==> src/rtl/rd_resp_pkg.sv <==
// rd_resp_pkg: shared definitions for the rd_responder read target.
//   state_t    - responder FSM states, each tracking an initiator phase
//   CNT_W      - width of the wait-state down-counter
//   LFSR_TAPS  - tap mask for the x^4+x^3+1 Fibonacci LFSR
//   lfsr_next  - one LFSR step (shift left, XOR of tapped bits enters at bit 0)
package rd_resp_pkg;

   localparam int unsigned CNT_W = 4;

   localparam logic [3:0] LFSR_TAPS = 4'b1100;

   typedef enum logic [1:0] {
      IDLE  = 2'd0,
      DLYPH = 2'd1,
      RDPH  = 2'd2,
      FIN   = 2'd3
   } state_t;

   function automatic logic [3:0] lfsr_next(input logic [3:0] v);
      return {v[2:0], ^(v & LFSR_TAPS)};
   endfunction

endpackage

==> src/rtl/rd_resp_lfsr.sv <==
// rd_resp_lfsr: 4-bit Fibonacci LFSR (x^4+x^3+1) that supplies per-read wait
// counts. The two low bits are presented before the advance, so the value
// used by a read is the one held before that read's accept edge.
//   clk    in   clock, rising edge
//   rst_n  in   asynchronous active-low reset, loads SEED
//   i_adv  in   advance one step on this edge
//   o_low  out  current LFSR[1:0]
module rd_resp_lfsr
   import rd_resp_pkg::*;
#(
   parameter logic [3:0] SEED = 4'h9
) (
   input  logic       clk,
   input  logic       rst_n,
   input  logic       i_adv,
   output logic [1:0] o_low
);

   logic [3:0] r_lfsr;

   always_ff @(posedge clk or negedge rst_n) begin
      if (!rst_n) begin
         r_lfsr <= SEED;
      end else if (i_adv) begin
         r_lfsr <= lfsr_next(r_lfsr);
      end
   end

   assign o_low = r_lfsr[1:0];

endmodule

==> src/rtl/rd_responder.sv <==
// rd_responder: target-side partner of the rd/ws/ds read initiator. It samples
// rd/addr, inserts wait states on ws, and returns data from a small register
// file with a one-cycle rvalid aligned to the initiator's DONE cycle.
// A side write port loads the register file independently of the FSM.
//
// Ports:
//   clk        in   clock, rising edge
//   rst_n      in   asynchronous active-low reset (also clears the array)
//   rd         in   read strobe from the initiator
//   addr       in   read address, captured on the first rd=1 cycle
//   ws         out  wait-state request (meaningful in DLYPH cycles)
//   rdata      out  read data, held until the next rvalid
//   rvalid     out  one-cycle read-complete pulse
//   abort_err  out  one-cycle protocol-error pulse (rd dropped early, or rd in FIN)
//   busy       out  high whenever the FSM is not in IDLE
//   we         in   register-file write enable
//   waddr      in   register-file write address
//   wdata      in   register-file write data
//
// Build option: define RD_RESPONDER_LFSR_WAIT_EN to take each read's wait
// count from an LFSR (0..3) instead of WAIT_CYCLES.
module rd_responder
   import rd_resp_pkg::*;
#(
   parameter int unsigned DATA_W      = 8,
   parameter int unsigned ADDR_W      = 4,
   parameter int unsigned WAIT_CYCLES = 2,
   parameter logic [3:0]  LFSR_SEED   = 4'h9
) (
   input  logic              clk,
   input  logic              rst_n,
   input  logic              rd,
   input  logic [ADDR_W-1:0] addr,
   output logic              ws,
   output logic [DATA_W-1:0] rdata,
   output logic              rvalid,
   output logic              abort_err,
   output logic              busy,
   input  logic              we,
   input  logic [ADDR_W-1:0] waddr,
   input  logic [DATA_W-1:0] wdata
);

   localparam int unsigned DEPTH = 2 ** ADDR_W;

   state_t            r_state;
   logic [CNT_W-1:0]  r_cnt;
   logic [ADDR_W-1:0] r_addr_q;
   logic              r_ws;
   logic              r_rvalid;
   logic              r_abort;
   logic              r_busy;
   logic [DATA_W-1:0] r_rdata;
   logic [DATA_W-1:0] r_mem [DEPTH];
   logic [CNT_W-1:0]  w_wait_init;

`ifdef RD_RESPONDER_LFSR_WAIT_EN
   logic       w_accept;
   logic [1:0] w_lfsr_low;

   assign w_accept = (r_state == IDLE) && rd;

   rd_resp_lfsr #(
      .SEED (LFSR_SEED)
   ) u_lfsr (
      .clk   (clk),
      .rst_n (rst_n),
      .i_adv (w_accept),
      .o_low (w_lfsr_low)
   );

   assign w_wait_init = {2'b00, w_lfsr_low};
`else
   // The seed only matters when the LFSR is built in.
   logic w_unused_seed;
   assign w_unused_seed = ^LFSR_SEED;

   assign w_wait_init = CNT_W'(WAIT_CYCLES);
`endif

   // Responder FSM. Each DLYPH/RDPH pair mirrors one DLY/READ loop of the
   // initiator; cnt counts the remaining ws=1 samples still to be given.
   always_ff @(posedge clk or negedge rst_n) begin
      if (!rst_n) begin
         r_state  <= IDLE;
         r_cnt    <= '0;
         r_addr_q <= '0;
         r_ws     <= 1'b0;
         r_rvalid <= 1'b0;
         r_abort  <= 1'b0;
         r_busy   <= 1'b0;
         r_rdata  <= '0;
      end else begin
         r_rvalid <= 1'b0;
         r_abort  <= 1'b0;
         unique case (r_state)
            IDLE: begin
               if (rd) begin
                  r_addr_q <= addr;
                  r_cnt    <= w_wait_init;
                  r_ws     <= (w_wait_init != '0);
                  r_state  <= DLYPH;
                  r_busy   <= 1'b1;
               end
            end
            DLYPH: begin
               if (!rd) begin
                  r_abort <= 1'b1;
                  r_ws    <= 1'b0;
                  r_state <= IDLE;
                  r_busy  <= 1'b0;
               end else if (r_cnt != '0) begin
                  r_cnt   <= r_cnt - CNT_W'(1);
                  r_ws    <= 1'b0;
                  r_state <= RDPH;
               end else begin
                  // Write to the same entry on this edge is not seen here.
                  r_rdata  <= r_mem[r_addr_q];
                  r_rvalid <= 1'b1;
                  r_ws     <= 1'b0;
                  r_state  <= FIN;
               end
            end
            RDPH: begin
               if (!rd) begin
                  r_abort <= 1'b1;
                  r_ws    <= 1'b0;
                  r_state <= IDLE;
                  r_busy  <= 1'b0;
               end else begin
                  r_ws    <= (r_cnt != '0);
                  r_state <= DLYPH;
               end
            end
            FIN: begin
               // rd here means the initiator skipped its DONE gap: flag it and
               // refuse to start a read from this cycle.
               r_abort <= rd;
               r_ws    <= 1'b0;
               r_state <= IDLE;
               r_busy  <= 1'b0;
            end
            default: begin
               r_state <= IDLE;
               r_busy  <= 1'b0;
            end
         endcase
      end
   end

   always_ff @(posedge clk or negedge rst_n) begin
      if (!rst_n) begin
         for (int unsigned i = 0; i < DEPTH; i++) begin
            r_mem[i] <= '0;
         end
      end else if (we) begin
         r_mem[waddr] <= wdata;
      end
   end

   assign ws        = r_ws;
   assign rdata     = r_rdata;
   assign rvalid    = r_rvalid;
   assign abort_err = r_abort;
   assign busy      = r_busy;

endmodule
==> config.mk <==
export PLATFORM = sky130hd
export DESIGN_NAME = rd_responder
export DESIGN_NICKNAME = d
export VERILOG_FILES = /design/src/rtl/rd_resp_pkg.sv /design/src/rtl/rd_resp_lfsr.sv /design/src/rtl/rd_responder.sv
export SDC_FILE = /design/constraint.sdc
export NUM_CORES = 1
export LEC_CHECK = 0
export CAP_MARGIN = 20
export CORE_MARGIN = 2
export CORE_UTILIZATION = 40
export CTS_BUF_LIST = sky130_fd_sc_hd__clkbuf_16
export DETAILED_ROUTE_END_ITERATION = 10
export PLACE_DENSITY = 0.59
export SLEW_MARGIN = 20
export SYNTH_ARGS = -nofsm -noshare
export SYNTH_HDL_FRONTEND = slang
export SYNTH_SLANG_ARGS = --single-unit
export TNS_END_PERCENT = 20
==> constraint.sdc <==
create_clock -name clk -period 2.25 [get_ports clk]
set_input_delay 0.3375 -clock clk [delete_from_list [all_inputs] [get_ports clk]]
set_output_delay 0.3375 -clock clk [all_outputs]
set_load 0.05 [all_outputs]
# Word-level counts from Yosys, hierarchy flattened
# Cells that the tools add are included.
[totals] register_bits=150 in_bits=20 output_inout_bits=12 word_cells=73
[op_classes] addsub=1 n_lt_le_gt_ge=3 eq_ne=7 mux=25 bitwise_logic=3 n_reduce_logical=10
[op_table] cell="bitwise mux 128 bit" n=1
[op_table] cell="binary-select mux 8 bit (select 4 bit)" n=1
[op_table] cell="demux 8 bit (select 4 bit)" n=1
[op_table] cell="2-to-1 mux 8 bit" n=3
[op_table] cell="2-to-1 mux 4 bit" n=3
[op_table] cell=">= comparator 5 bit, second input constant" n=2
[op_table] cell="inverter 4 -> 5 bit" n=2
[op_table] cell="2-to-1 mux 1 bit" n=9
[op_table] cell="inequality test 2 bit, second input constant" n=4
[op_table] cell="one-hot mux 2 bit (4 select lines)" n=1
[op_table] cell="one-hot mux 4 bit (2 select lines)" n=1
[op_table] cell="one-hot mux 1 bit (3 select lines)" n=2
[op_table] cell="less-than comparator 5 x 1 -> 1 bit, second input constant" n=1
[op_table] cell="equality test 2 bit, second input constant" n=2
[op_table] cell="2-to-1 mux 2 bit" n=2
[op_table] cell="AND reduction 2 bit" n=2
[op_table] cell="AND reduction 4 bit" n=1
[op_table] cell="nonzero test 4 bit" n=1
[op_table] cell="OR reduction 2 bit" n=2
[op_table] cell="subtractor 4 x 1 -> 4 bit, second input constant" n=1
[op_table] cell="AND reduction 3 bit" n=1
[op_table] cell="equality test 2 x 1 -> 1 bit, second input constant" n=1
[op_table] cell="zero test 2 bit" n=1
[op_table] cell="one-hot mux 1 bit (2 select lines)" n=1
[op_table] cell="other kinds (3)" n=3

# Logic depth before layout (Yosys ltp)
# Gate-level depths: netlist (run 1).
[depth] word_depth=6 ltp_mapped=9 ltp_nobuf=7

# Least setup slack after synthesis (run 1)
# Ideal clock, no wire load.
[synth_path] kind="reg2reg" start="reg r_cnt[0]" end="reg r_rdata[5], in the netlist rdata[5]" setup_time_ns=0.080 arrival_ns=1.757 t_required_ns=2.170 slack_ns=0.413 path_stages_with_launch=8 n_path_buf=1 synth_period_minus_slack_ns=1.837 cell_sequence="dfrtp_1 -> inv_1 -> ha_1 -> or3b_1 -> buf_6 -> nor4_2 -> a22oi_1 -> o211ai_2"
[synth_via] elab_chain_cells=3
[synth_lines] element="start, declared" line="rd_responder.sv:47" text="logic [CNT_W-1:0] r_cnt;"
[synth_lines] element="start signal, assigned" line="rd_responder.sv:100" text="r_cnt <= w_wait_init;"
[synth_lines] element="start signal, assigned" line="rd_responder.sv:113" text="r_cnt <= r_cnt - CNT_W'(1);"
[synth_lines] element="nonzero test 4 bit" line="rd_responder.sv:112" text="end else if (r_cnt != '0) begin"
[synth_lines] element="inverter 1 bit (no line)"
[synth_lines] element="AND reduction 3 bit (no line)"
[synth_lines] element="end signal, assigned" line="rd_responder.sv:118" text="r_rdata <= r_mem[r_addr_q];"
[synth_lines] element="end, declared" line="rd_responder.sv:53" text="logic [DATA_W-1:0] r_rdata;"
# Every way passes these cells.
# A chain may end at the register's enable or synchronous reset.

# Final worst setup path (run 1)
[layout_path] start="reg r_cnt[0]" end="reg r_rdata[3], in the netlist rdata[3]"
# The elaborated chain is that of the path after synthesis.

==> results of run 1 <==
## per-stage QoR
stage | power, mW | cells | hold WS, ns | utilization (%) | worst slack, ns
final | 9.86 | 748 | 0.479 | 48.0 | 0.147
after global placement | 6.90 | 717 | 0.366 | 44.4 | 0.112
after global routing | 10.4 | 748 | 0.502 | 48.0 | 0.0701
after floorplan | 6.12 | 466 | 0.0419 | - | 0.413
after CTS | 9.98 | 748 | 0.484 | 48.0 | 0.152
after detailed placement | 6.99 | 717 | 0.366 | 44.4 | 0.0895
## registers in the layout, indices dropped and copies added (netlist names)
register   cells
rdata          8
busy           1
abort_err      1
r_state        2
r_cnt          4
ws             1
r_addr_q       4
rvalid         1
r_mem        128
## final cells by class
class | instances | area share, %
flip-flops and latches | 150 | 45.7
multi-input cells | 281 | 36.2
repair buffers | 56 | 6.87
clock buffers | 17 | 5.18
well taps | 225 | 3.43
clock inverters | 13 | 2.21
inverters | 6 | 0.426
## repair_timing
item,in CTS,in global routing
hold buffers,1,0
endpoints found under the setup margin,0,0
endpoints found under the hold margin,54,0
setup buffers,0,0
## kinds of logic after synthesis
group / after synthesis
buffers and inverters: 35
muxes: 173
DFF: 150
adders and majority gates: 6
and+or+nand+nor: 69
AOI/OAI and AO/OA: 33
## layer usage
layer / track usage (%) / part of all wire [%] / vias to the layer above
li1: - / - / 1813
met2: 29.5 / 48 / 76
met4: 5.38 / 0.94 / 0
met1: 24.9 / 47 / 2131
met5: 0 / 0 / -
met3: 4.12 / 4.0 / 13
## layout by cell type (no fill, tap or decap), drive strengths merged
| cell type | instances |
|---|---|
| or3b | 1 |
| mux2 | 137 |
| inv | 9 |
| o31ai | 1 |
| nand4 | 3 |
| mux4 | 28 |
| nor2 | 12 |
| clkdlybuf4s50 | 30 |
| a22oi | 9 |
| ha | 6 |
| a22o | 4 |
| mux2i | 8 |
| nor3b | 2 |
| nor3 | 2 |
| clkinv | 6 |
| dfrtp | 150 |
| or2 | 1 |
| clkbuf | 17 |
| buf | 25 |
| dlygate4sd3 | 1 |
| o211ai | 6 |
| nand3b | 4 |
| nand3 | 9 |
| or3 | 3 |
| nand2b | 4 |
| nand2 | 16 |
| o21ai | 4 |
| nor4 | 2 |
| nor2b | 9 |
| a221o | 1 |
| nor4b | 1 |
| bufinv | 4 |
| a21oi | 8 |
## power groups by stage
stage               Sequential (mW)  Clock (mW)  Combinational (mW)
floorplan                      3.92           0                2.20
global placement               3.80           0                3.10
detailed placement             3.84           0                3.14
CTS                            3.80        3.02                3.16
global route                   3.89        3.15                3.37
finish                         3.80        2.95                3.11
## how the worst max path moves through the flow
stage	to	from	slack, ns	depth (start not counted)
5_1_grt	rdata[3]$_DFFE_PN0P_	r_cnt[0]$_DFFE_PN0P_	0.07	7
4_1_cts	rdata[1]$_DFFE_PN0P_	r_cnt[0]$_DFFE_PN0P_	0.15	7
2_1_floorplan	rdata[5]$_DFFE_PN0P_	r_cnt[0]$_DFFE_PN0P_	0.41	7
3_5_place_dp	r_mem[62]$_DFFE_PN0P_	waddr[2]	0.09	4
6_report	rdata[3]$_DFFE_PN0P_	r_cnt[0]$_DFFE_PN0P_	0.15	7
3_3_place_gp	r_mem[62]$_DFFE_PN0P_	waddr[2]	0.11	4
## critical path, stage by stage, from the launching register on
cell,delay [ns]
dfrtp_1,0.40
inv_1,0.13
ha_1,0.17
or3b_1,0.47
or2_1,0.40
buf_4,0.22
nand2_1,0.09
o211ai_2,0.08
==> impl_metrics.ini, run 1 <==
[timing]
hold_viol_final = 0
rsz0062_at_grt = false
worst_pin_slew_ns = 0.610
fin_crit_ns = 2.10
maxSlewHeadroom_pct = 59.3
drv_slew = 0
tns_ns = 0
worst_clock_skew_ns = 0.0118
timing.fmax_mhz = 475
min_period_over_period_pct = 93.5
setup_viol = 0

[synthesis]
ys_ff_latch = 150
yosysWarningCount = 0
syn-instance-count = 466
yosysMostFrequentCell = dfrtp_1
yosysSeqAreaShare_pct = 54.2
synth-simple-area-share_pct = 5.62
synthMuxAreaShare_pct = 32.6
synth_common_cells = 150 x dfrtp_1, 101 x mux2_2, 36 x mux2_1
async_flop_share_pct = 100
syn_nets = 492
yosys.area.top_type = dfrtp_1
synthXorXnorAreaFrac_pct = 0
ys_types = 36
synth-edff-count = 0
synth_top_family_by_area = multiplexers
synthFlopType = dfrtp_1
synth_fa_ha_area_share_pct = 1.08
netlist_area_mm2 = 0.00692
synth_area_leaders = dfrtp_1 54%, mux2_2 16%, mux4_2 9.1%
synth_top_area_share_pct = 54.2
synth_compound_area_share_pct = 3.71
synth_area_per_cell_um2 = 14.9

[clock_network]
cts_root_buf = clkbuf_16
clk_pin_slew_ns = 0.06
cts_sinks = 150
cts_resized = 0
cts_tree = done
clkLatencyLatePin_ns = 0.43
cts_buffers = 17
cts_max_level = 4
cts_buffer_depth = 2

[grt]
grt_pass1_vias = 4377
antenna_found_initial = 0
grt_max_degree = 59
grt_use_total_pct = 18.3
grt_pass1_wl_mm = 24.6
grt-ovfl-total = 0

[detailed_routing]
wl_per_cell_um = 20.5
first_iter_violations = 223
vias_per_cell = 5.39
ant_nets = 0
drc = 0
drt_pass1_iterations = 4
vias = 4033
wl_mm = 15.3

[critical_path]
crit_path_start_kind = flop
reg2reg_depth = 7
required_ns = 2.54
r2r-start = r_cnt[0]$_DFFE_PN0P_
crit_fanout = 6
crit_type = flop to flop
timing.rr.end = rdata[3]$_DFFE_PN0P_
rrSetupSlack_ns = 0.15
end_kind = flop
worstPathArrival_ns = 2.39

[pwr]
p_clk_share_pct = 30.0
seq_power_share_pct = 38.5
power_leakage_nw = 3.52
power_switching_share_pct = 30.4
p_comb_share_pct = 31.5
netSwitchingPower_mw = 3.00
peakVddDrop_v = 0.000818
p_int_mw = 6.86
pwr_density_cell_mw_per_mm2 = 1200

[floorplanning]
die-area_mm2 = 0.0184
start_util_pct = 40.4
core_mm2 = 0.0171
die_w_um = 136
rows = 48
die_h_um = 136
io_pins = 32

[placed_design]
placed_cell_area_mm2 = 0.00760
dp_hpwl_mm = 9.90
gp_congestion = 0.738
portBuffers = 31

[final_layout]
fin_area_mm2 = 0.00822
nNetsFinal = 538
multiInputGateArea_mm2 = 0.00297
area_growth_pct = 18.7
antennaDiodeCount = 0
seqCellArea_mm2 = 0.00375
layout-drive-gt1-share_pct = 37.1
num-fill-cells = 1525

[status]
status = complete, no violations

[min_path]
hold_class = input pin to asynchronous set/reset pin

[run]
maxCapViolCount = 0
Power figures use the tool's default switching activity.
==> inputs of run 2 (changes only) <==
--- a/config.mk
+++ b/config.mk
@@ -10,7 +10,7 @@
 export CORE_UTILIZATION = 40
 export CTS_BUF_LIST = sky130_fd_sc_hd__clkbuf_16
 export DETAILED_ROUTE_END_ITERATION = 10
-export PLACE_DENSITY = 0.59
+export PLACE_DENSITY_LB_ADDON = 0.2
 export SLEW_MARGIN = 20
 export SYNTH_ARGS = -nofsm -noshare
 export SYNTH_HDL_FRONTEND = slang
==> run 2 against run 1 <==
Cell count is 0.53% higher; largest power group unchanged; via count increased by 0.27%; routed wire length is 0.11% higher; core utilization is 0.50 points lower; critical path type unchanged; highest routed layer unchanged; setup slack gained 0.035 ns; largest cell class unchanged.
==> impl_metrics.ini, run 2 (same netlist as run 1, synthesis figures left out) <==
[status]
status = complete, no violations

[timing]
setup_viol = 0
worst_pin_slew_ns = 0.679
drv_slew = 0
tns_ns = 0
fin_ws_ns = 0.182
hold_viol_final = 0
rsz0062_at_grt = false
min_period_over_period_pct = 91.9
worst_clock_skew_ns = 0.00418
timing.fmax_mhz = 484
maxSlewHeadroom_pct = 54.6
fin_crit_ns = 2.07

[clock_network]
cts_root_buf = clkbuf_16
clkLatencyLatePin_ns = 0.42
cts_tree = done
cts_buffer_depth = 2
clk_pin_slew_ns = 0.06
post_cts_buffers = 0
cts_buffers = 17
cts_sinks = 150
cts_max_level = 4

[floorplanning]
die_w_um = 136
rows = 48
io_pins = 32
start_util_pct = 40.4
core_mm2 = 0.0171
die-area_mm2 = 0.0184
die_h_um = 136

[grt]
grt-ovfl-total = 0
grt_max_degree = 67
grt_pass1_wl_mm = 25.1
grt_pass1_vias = 4408
grt_use_total_pct = 18.5
antenna_found_initial = 0

[detailed_routing]
vias = 4044
ant_nets = 0
first_iter_violations = 183
vias_per_cell = 5.38
wl_per_cell_um = 20.4
drc = 0
drt_pass1_iterations = 4
wl_mm = 15.3

[final_layout]
nNetsFinal = 541
largest_reg_flops = 128
layout-drive-gt1-share_pct = 37.0
regMostFlops = r_mem
area_growth_pct = 17.5
stdcell_count = 752
layout_common_cells = 149 x dfrtp_1, 101 x mux2_2, 36 x mux2_1
layout_commonest_cell = dfrtp_1
antennaDiodeCount = 0

[min_path]
hold_class = input pin to asynchronous set/reset pin

[pwr]
pwr_density_cell_mw_per_mm2 = 1160
power_mw = 9.46
power_leakage_nw = 3.50
peakVddDrop_v = 0.000925

[critical_path]
required_ns = 2.59
crit_type = flop to flop
end_kind = flop
worstPathArrival_ns = 2.41
crit_fanout = 6
rrSetupSlack_ns = 0.18
crit_path_start_kind = flop

[placed_design]
placed_cells = 720
gp_congestion = 0.768
pre_cts_ws_ns = 0.126
portBuffers = 31
dp_hpwl_mm = 10.0

[run]
maxCapViolCount = 0
[run 2: critical path, cell delays in order (launching register included)]
cell and delay, ns:
dfrtp_1 0.40, inv_1 0.12, ha_1 0.18, or3b_1 0.40
buf_4 0.18, nor4b_4 0.25, buf_4 0.21, a22oi_1 0.16
o211ai_2 0.10
[run 2: metal layers]
layer,up-vias,track usage [%],wire length (um)
met5,-,0,0
li1,1812,-,-
met4,0,5.27,201
met1,2155,25.2,7160
met2,65,29.8,7460
met3,12,4.30,499
[run 2: repair_timing]
item / 4_1_cts / 5_1_grt
hold buffers: 1 / 0
resized for setup: 0 / 0
setup endpoints to repair: 0 / 0
endpoints found under the hold margin: 44 / 0
[run 2: worst paths after layout]
| check | from | to | cells past startpoint |
|---|---|---|---|
| worst max-delay path | r_cnt[0]$_DFFE_PN0P_ | rdata[0]$_DFFE_PN0P_ | 8 |
| worst min-delay path | rst_n | r_mem[84]$_DFFE_PN0P_ | 2 |
| worst max register to register | r_cnt[0]$_DFFE_PN0P_ | rdata[0]$_DFFE_PN0P_ | 8 |
| worst min register to register | r_mem[96]$_DFFE_PN0P_ | r_mem[96]$_DFFE_PN0P_ | 1 |
| max in group asynchronous | rst_n | r_mem[72]$_DFFE_PN0P_ | 3 |
| min in group clk | r_mem[96]$_DFFE_PN0P_ | r_mem[96]$_DFFE_PN0P_ | 1 |
[run 2: power breakdown]
group          internal [mW]  total [mW]  leakage (nW)  switching (mW)
clock                   1.48        2.54         0.274            1.06
sequential              3.38        3.79          1.85           0.410
combinational           1.63        3.12          1.37            1.49
total                   6.49        9.46          3.50            2.97
[run 2: area by class of cell]
class / instances / area (um2)
sequential: 150 / 3750
tap: 225 / 282
clock inverter: 14 / 98.8
multi-input combinational: 281 / 2970
fill: 1527 / 8980
inverter: 6 / 35.0
clock buffer: 17 / 425
timing repair buffer: 59 / 562
[run 2: stage by stage]
stage | cell area, um2 | utilization (%) | hold WS (ns)
2_1_floorplan | 6920 | - | 0.0419
3_3_place_gp | 7600 | 44.4 | 0.306
3_5_place_dp | 7600 | 44.4 | 0.310
4_1_cts | 8130 | 47.5 | 0.439
5_1_grt | 8130 | 47.5 | 0.468
6_report | 8130 | 47.5 | 0.423
